## config.mk

```make
export PLATFORM = sky130hd
export DESIGN_NAME = clock_set_ctrl
export DESIGN_NICKNAME = d
export VERILOG_FILES = /design/src/rtl/clock_set_ctrl.sv
export SDC_FILE = /design/constraint.sdc
export NUM_CORES = 1
export LEC_CHECK = 0
export ABC_AREA = 0
export BUFFER_PORTS_ARGS = -buffer_cell sky130_fd_sc_hd__buf_2
export CORE_UTILIZATION = 69
export CTS_BUF_LIST = sky130_fd_sc_hd__clkbuf_4 sky130_fd_sc_hd__clkbuf_8
export CTS_CLUSTER_SIZE = 24
export DETAILED_ROUTE_END_ITERATION = 8
export PLACE_DENSITY = 0.87
export SLEW_MARGIN = 10
export SYNTH_ARGS = -nofsm -noshare
export SYNTH_HDL_FRONTEND = slang
export SYNTH_SLANG_ARGS = --single-unit
```

## constraint.sdc

```tcl
create_clock -name clock -period 7.7 [get_ports clock]
set_input_delay 1.155 -clock clock [delete_from_list [all_inputs] [get_ports clock]]
set_output_delay 1.155 -clock clock [all_outputs]
set_load 0.005 [all_outputs]
```

## src/rtl/clock_set_ctrl.sv

```systemverilog
// RUN/SET front end for the sec/min/hour clock chain: input synchronisers, mode FSM,
// 1 Hz prescaler, hold-to-repeat increment pulses and the edit-field blink mask.
module clock_set_ctrl #(
  parameter int CLK_HZ       = 50_000_000,
  parameter int REPEAT_DELAY = 25_000_000,
  parameter int REPEAT_RATE  = 5_000_000,
  parameter int BLINK_HALF   = 12_500_000
) (
  input  logic       clock,
  input  logic       reset,
  input  logic       key_mode_n,
  input  logic       key_up_n,
  input  logic       sw_set,
  output logic       tick_1hz,
  output logic [2:0] up,
  output logic       set,
  output logic [1:0] field,
  output logic [2:0] blank
);

  localparam int CW   = $clog2(CLK_HZ);
  localparam int RMAX = (REPEAT_DELAY > REPEAT_RATE) ? REPEAT_DELAY : REPEAT_RATE;
  localparam int RW   = $clog2(RMAX);
  localparam int BW   = (BLINK_HALF > 1) ? $clog2(BLINK_HALF) : 1;

  localparam logic [CW-1:0] PRE_LAST  = CW'(CLK_HZ - 1);
  localparam logic [RW-1:0] DLY_LAST  = RW'(REPEAT_DELAY - 1);
  localparam logic [RW-1:0] RATE_LAST = RW'(REPEAT_RATE - 1);
  localparam logic [BW-1:0] BLK_LAST  = BW'(BLINK_HALF - 1);

  typedef enum logic [1:0] {
    RUN      = 2'd0,
    SET_SEC  = 2'd1,
    SET_MIN  = 2'd2,
    SET_HOUR = 2'd3
  } state_t;

  state_t        state_q, state_d;
  logic          modeMeta_q, modeSync_q, modePrev_q;
  logic          upMeta_q, upSync_q, upPrev_q;
  logic          swMeta_q, swSync_q;
  logic [CW-1:0] preCnt_q, preCnt_d;
  logic [RW-1:0] repCnt_q, repCnt_d;
  logic          repActive_q, repActive_d;
  logic          repFirst_q, repFirst_d;
  logic [BW-1:0] blkCnt_q, blkCnt_d;
  logic          phase_q, phase_d;
  logic          tick_q, tick_d;
  logic [2:0]    up_q, up_d;
  logic          set_q, set_d;
  logic [2:0]    blank_q, blank_d;

  logic       modePress, upPress, upHeld, fieldChange, editing;
  logic [2:0] sel;

  function automatic logic [2:0] selOneHot(input state_t s);
    case (s)
      SET_SEC:  selOneHot = 3'b001;
      SET_MIN:  selOneHot = 3'b010;
      SET_HOUR: selOneHot = 3'b100;
      default:  selOneHot = 3'b000;
    endcase
  endfunction

  // Key synchronisers reset to the released level so reset never looks like a press.
  always_ff @(posedge clock or posedge reset) begin
    if (reset) begin
      modeMeta_q <= 1'b1;
      modeSync_q <= 1'b1;
      modePrev_q <= 1'b1;
      upMeta_q   <= 1'b1;
      upSync_q   <= 1'b1;
      upPrev_q   <= 1'b1;
      swMeta_q   <= 1'b0;
      swSync_q   <= 1'b0;
    end else begin
      modeMeta_q <= key_mode_n;
      modeSync_q <= modeMeta_q;
      modePrev_q <= modeSync_q;
      upMeta_q   <= key_up_n;
      upSync_q   <= upMeta_q;
      upPrev_q   <= upSync_q;
      swMeta_q   <= sw_set;
      swSync_q   <= swMeta_q;
    end
  end

  assign modePress = modePrev_q & ~modeSync_q;
  assign upPress   = upPrev_q & ~upSync_q;
  assign upHeld    = ~upSync_q;

  always_comb begin
    state_d = state_q;
    case (state_q)
      RUN: if (swSync_q) state_d = SET_SEC;
      default: begin
        if (!swSync_q) begin
          state_d = RUN;
        end else if (modePress) begin
          case (state_q)
            SET_SEC: state_d = SET_MIN;
            SET_MIN: state_d = SET_HOUR;
            default: state_d = SET_SEC;
          endcase
        end
      end
    endcase
  end

  // A field change (including SET entry/exit) cancels any press or repeat on that cycle.
  assign fieldChange = (state_d != state_q);
  assign editing     = (state_q != RUN) && !fieldChange;
  assign sel         = selOneHot(state_q);

  always_comb begin
    preCnt_d    = '0;
    tick_d      = 1'b0;
    up_d        = 3'b000;
    repCnt_d    = '0;
    repActive_d = 1'b0;
    repFirst_d  = 1'b0;
    blkCnt_d    = '0;
    phase_d     = 1'b0;
    blank_d     = 3'b000;
    set_d       = (state_d != RUN);

    if (state_q == RUN && state_d == RUN) begin
      if (preCnt_q == PRE_LAST) begin
        tick_d = 1'b1;
      end else begin
        preCnt_d = preCnt_q + 1'b1;
      end
    end

    if (editing && upPress) begin
      up_d        = sel;
      repActive_d = 1'b1;
      repFirst_d  = 1'b1;
    end else if (editing && repActive_q && upHeld) begin
      repActive_d = 1'b1;
      repFirst_d  = repFirst_q;
      if (repCnt_q == (repFirst_q ? DLY_LAST : RATE_LAST)) begin
        up_d       = sel;
        repFirst_d = 1'b0;
      end else begin
        repCnt_d = repCnt_q + 1'b1;
      end
    end

    if (state_d != RUN && !fieldChange) begin
      if (blkCnt_q == BLK_LAST) begin
        phase_d = ~phase_q;
      end else begin
        phase_d  = phase_q;
        blkCnt_d = blkCnt_q + 1'b1;
      end
    end

    if (state_d != RUN && !upHeld && phase_d) begin
      blank_d = selOneHot(state_d);
    end
  end

  always_ff @(posedge clock or posedge reset) begin
    if (reset) begin
      state_q     <= RUN;
      preCnt_q    <= '0;
      repCnt_q    <= '0;
      repActive_q <= 1'b0;
      repFirst_q  <= 1'b0;
      blkCnt_q    <= '0;
      phase_q     <= 1'b0;
      tick_q      <= 1'b0;
      up_q        <= 3'b000;
      set_q       <= 1'b0;
      blank_q     <= 3'b000;
    end else begin
      state_q     <= state_d;
      preCnt_q    <= preCnt_d;
      repCnt_q    <= repCnt_d;
      repActive_q <= repActive_d;
      repFirst_q  <= repFirst_d;
      blkCnt_q    <= blkCnt_d;
      phase_q     <= phase_d;
      tick_q      <= tick_d;
      up_q        <= up_d;
      set_q       <= set_d;
      blank_q     <= blank_d;
    end
  end

  assign tick_1hz = tick_q;
  assign up       = up_q;
  assign set      = set_q;
  assign field    = state_q;
  assign blank    = blank_q;

endmodule

```

# == Yosys cells after proc, flatten, opt, wreduce, memory -nomap -nowiden ==
# Index checks and enable logic that the tools add are counted.
# W data, S select, Z words.
# classes
n_addsub,3
eq_ne,11
muxes,28
bitwise,5
reduce_logical,13
# ops
operator,count
$mux W25,4
$mux W26,2
$mux W24,2
$add A26 B1 Y26 const B,1
$eq A26 B26 Y1 const B,1
$add A25 B1 Y25 const B,1
$eq A25 B25 Y1,1
$add A24 B1 Y24 const B,1
$eq A24 B24 Y1 const B,1
$pmux W3 S3,2
$mux W3,4
$mux W1,9
$eq A2 B2 Y1 const B,4
$logic_and A1 B1 Y1,8
$mux W2,4
$eq A2 B1 Y1 const B,2
$logic_not A2 Y1,2
$pmux W2 S2,1
$reduce_bool A2 Y1,2
$ne A3 B2 Y1 const B,1
$not A1 Y1,3
$and A1 B1 Y1,2
$ne A2 B2 Y1,1
$logic_not A1 Y1,1
# word_totals
ff_bits,96
elab_cells,79

# == Depth between registers and ports, before layout ==
# depth
ltp_word,12
depth_mapped,9
ltp_nobuf,8

# == Least setup slack after synthesis ==
# OpenSTA, ideal clock, no wires.
# synth_timing
path_kind,reg-to-reg
startpoint,"register state_q[0], in the netlist field[0]"
endpoint,register blkCnt_q[10]
setup_time_ps,71
t_arrival_ps,1991
t_required_ps,7629
path_slack_ps,5638
path_stages_with_launch,9
synth_period_minus_slack_ps,2062
path_cell_list,dfrtp_1 > inv_1 > ha_1 > nor2b_1 > o211a_2 > nor4_2 > o211ai_2 > buf_2 > nor2_1
# synth_via
elab_chain_len,9
elab_cells_between_ends,13
# synth_rtl
element,line_no,rtl
"start, declared",38,"state_t state_q, state_d;"
"start signal, assigned",178,state_q <= state_d;
$eq A2 B2 Y1 / $eq A2 B1 Y1 (equally long branches),100,case (state_q)
$pmux W2 S2,100,
$mux W2,99,end else if (modePress) begin
$mux W2,97,if (!swSync_q) begin
$mux W2,94,case (state_q)
$ne A2 B2 Y1,111,assign fieldChange = (state_d != state_q);
$logic_not A1 Y1,150,if (state_d != RUN && !fieldChange) begin
$logic_and A1 B1 Y1 *,150,
$mux W24 *,150,
named net blkCnt_d[10],46,"logic [BW-1:0] blkCnt_q, blkCnt_d;"
"end signal, assigned",183,blkCnt_q <= blkCnt_d;
"end, declared",46,
# Mark *: on every way through the listed nets, which the timed path passes. The rest lies on a longest branch.
# A chain may end at the register's enable or synchronous reset.

# == Worst setup path in the final report ==
# layout_timing
startpoint,"register state_q[1], in the netlist field[1]"
endpoint,register preCnt_q[20]
# layout_via
elab_chain_len,8
elab_cells_between_ends,11
# layout_rtl
element,line_no,rtl
$eq A2 B2 Y1 / $eq A2 B1 Y1 (equally long branches),100,
$pmux W2 S2,100,
$mux W2,99,
$mux W2,97,
$mux W2,94,
$logic_not A2 Y1,127,if (state_q == RUN && state_d == RUN) begin
$logic_and A1 B1 Y1 *,127,
$mux W26 *,127,
named net preCnt_d[20],42,"logic [CW-1:0] preCnt_q, preCnt_d;"
"end signal, assigned",179,preCnt_q <= preCnt_d;
"end, declared",42,
# Marked as above.

==> impl_metrics.yaml <==
setup_path:
  arrival_ns: 2.85
  cp.required_ns: 7.98
  cp_max_fo: 20
  path_class: "flip-flop to flip-flop"
  cp-end-kind: "flip-flop"
  start_kind: "flip-flop"
synth:
  ys.flop_type: "dfrtp_1"
  synth_top_area_cell: "dfrtp_1"
  synth.distinct_cells: 52
  synth.area.top_cells: "dfrtp_1, xor2_1, nor2_1"
  avgSynthCellArea_um2: 10.3
  seq_area_frac_synth_pct: 50.9
  synth_compound_area_share_pct: 4.54
  synth-simple-area-share_pct: 27.8
  synth_xor_area_share_pct: 11.7
  synth_top_family_by_area: "simple AND/OR/NAND/NOR gates"
  synth_edf_count: 0
  yosys.area_share.adder_pct: 2.11
  synth_area_um2: 4740
  synthArstFlopShare_pct: 100
  synth_seq_cells: 96
  syn-num-nets: 471
  ys_warn_count: 0
  synth_top_area_share_pct: 47.6
  synth_cells: 458
  synth.area.mux_share_pct: 0.423
route:
  vias: 3363
  first_iter_violations: 225
  routedWlPerCell_um: 15.5
  drtAntennaViolNets: 0
  drc: 0
  first_pass_iters: 4
  wirelength_um: 8670
  viasPerCell: 6.03
timing:
  hold_viol: 0
  setup_slack_ns: 5.13
  setup_tns_ns: 0
  tightest_slew_ns: 0.842
  relSlewSlack_pct: 43.7
  finalSetupViolations: 0
  max_freq_mhz: 389
  period_share_pct: 33.4
  period_needed_ns: 2.57
  rsz0062_at_grt: "false"
  finClkSkew_ns: 0.00770
  slew_violations: 0
die:
  die-area_um2: 7200
  fp.dieH_um: 84.8
  die_x_um: 84.8
  io_pins: 15
  initial_core_util_pct: 72.9
  std_cell_rows: 29
  core_area_um2: 6490
status:
  status: "complete, no violations"
finish:
  drive_gt1_share_pct: 12.5
  design_area_um2: 5050
  nets: 489
  n_antenna_cell: 0
  final_cell_mix: "dfrtp_1, nor2_1, xor2_1, nand3_1, nand2_1"
  area_growth_pct: 6.63
  final_common_cell: "dfrtp_1"
  n_fill_cell: 416
power_and_ir_drop:
  power.total_mw: 1.08
  leakage_nw: 2.12
  power_density_nw_per_um2: 214
  ir_drop_mv: 0.198
clock_network:
  clk_pin_slew_ns: 0.09
  cts.sinks: 96
  cts_buffer_depth: 2
  h-tree-depth: 3
  cts_resized: 0
  post_cts_buffers: 0
  cts_buffers: 9
  hold_buffers: 0
  cts_root_buffer: "clkbuf_8"
  cts_tree: "done"
  clk_latency_ns: 0.37
job:
  max_cap_violations: 0
placement:
  place_hpwl_um: 5950
  io_buffers: 14
  place_area_um2: 4850
  dp_slack_ns: 5.17
  place_congestion: 0.864
global_routing:
  antenna_found_initial: 0
  grt_pass1_wl_um: 15300
  grt-ovfl-total: 0
  grt_start_max_net_pins: 66
  grt_pass1_vias: 3323
  grt_usage_pct: 27.2
min_path:
  hold_path.class: "flip-flop to flip-flop"
## registers in the layout, summed over array words and instances, names as in the netlist, 2 cells and up
name and flops:
blank 3, blkCnt_q 24, field 2, preCnt_q 26
repCnt_q 25, up 3
## where the power goes
group	switching (mW)	total [mW]	internal [mW]	leakage, nW
Combinational	0.144	0.199	0.0547	0.717
Clock	0.181	0.334	0.153	0.0977
Sequential	0.0231	0.549	0.526	1.31
## metal layers
metal	track usage, %	share of wire [%]	up-vias
met5	0	0	-
met3	6.71	4.0	12
met1	34.7	45	1645
met2	45.9	50	77
met4	9.40	1.3	0
li1	-	-	1629
## worst max-delay path: stages (launching register included)
cell      delay [ns]
dfrtp_1         0.47
inv_1           0.17
ha_1            0.41
nand2b_1        0.16
o22a_1          0.21
nand4_1         0.69
a21oi_1         0.35
## stage by stage
stage | utilization (%) | std cells | hold slack [ns]
floorplan | - | 458 | 0.331
global placement | 74.6 | 542 | 0.340
detailed placement | 74.6 | 542 | 0.344
CTS | 77.8 | 558 | 0.362
global route | 77.8 | 558 | 0.368
finish | 77.8 | 558 | 0.362
## layout make-up
type | count | area (um^2) | share of cell area (%)
multi-input combinational | 338 | 2200 | 43.6
tap | 77 | 96.3 | 1.91
clock buffer | 9 | 124 | 2.45
inverter | 16 | 61.3 | 1.21
sequential | 96 | 2410 | 47.7
timing repair buffer | 15 | 77.6 | 1.54
clock inverter | 7 | 78.8 | 1.56
## synthesized netlist by cell type (all sizes together) (4+ instances only)
master and count:
or4 5, nand3 37, a21oi 7, xor2 42, nand4 25, xnor2 21, ha 8, nand2 24
and3 12, nor2b 5, nor2 86, inv 16, nor4 12, dfrtp 90, nor3 14, dfstp 6
o21ai 4, buf 7
## cell families (layout without fill, tap and decap cells)
| group | after synthesis | in the layout |
|---|---|---|
| buf+inv | 24 | 47 |
| compound gates | 27 | 27 |
| mux | 2 | 2 |
| fa+ha+maj | 8 | 8 |
| flops | 96 | 96 |
| simple gates | 238 | 238 |
| xor+xnor | 63 | 63 |
## path summary, 6_finish.rpt
check / slack (ns) / cells past startpoint / start / endpoint
setup / recovery: 5.13 / 6 / field[1] / preCnt_q[20]
hold / removal: 0.36 / 0 / upMeta_q / upSync_q
setup reg to reg: 5.13 / 6 / field[1] / preCnt_q[20]
hold reg to reg: 0.36 / 0 / upMeta_q / upSync_q
max in group asynchronous: 5.77 / 3 / reset / preCnt_q[7]
min in group asynchronous: 0.78 / 2 / reset / blkCnt_q[19]
(Power assumes the default switching activity.)
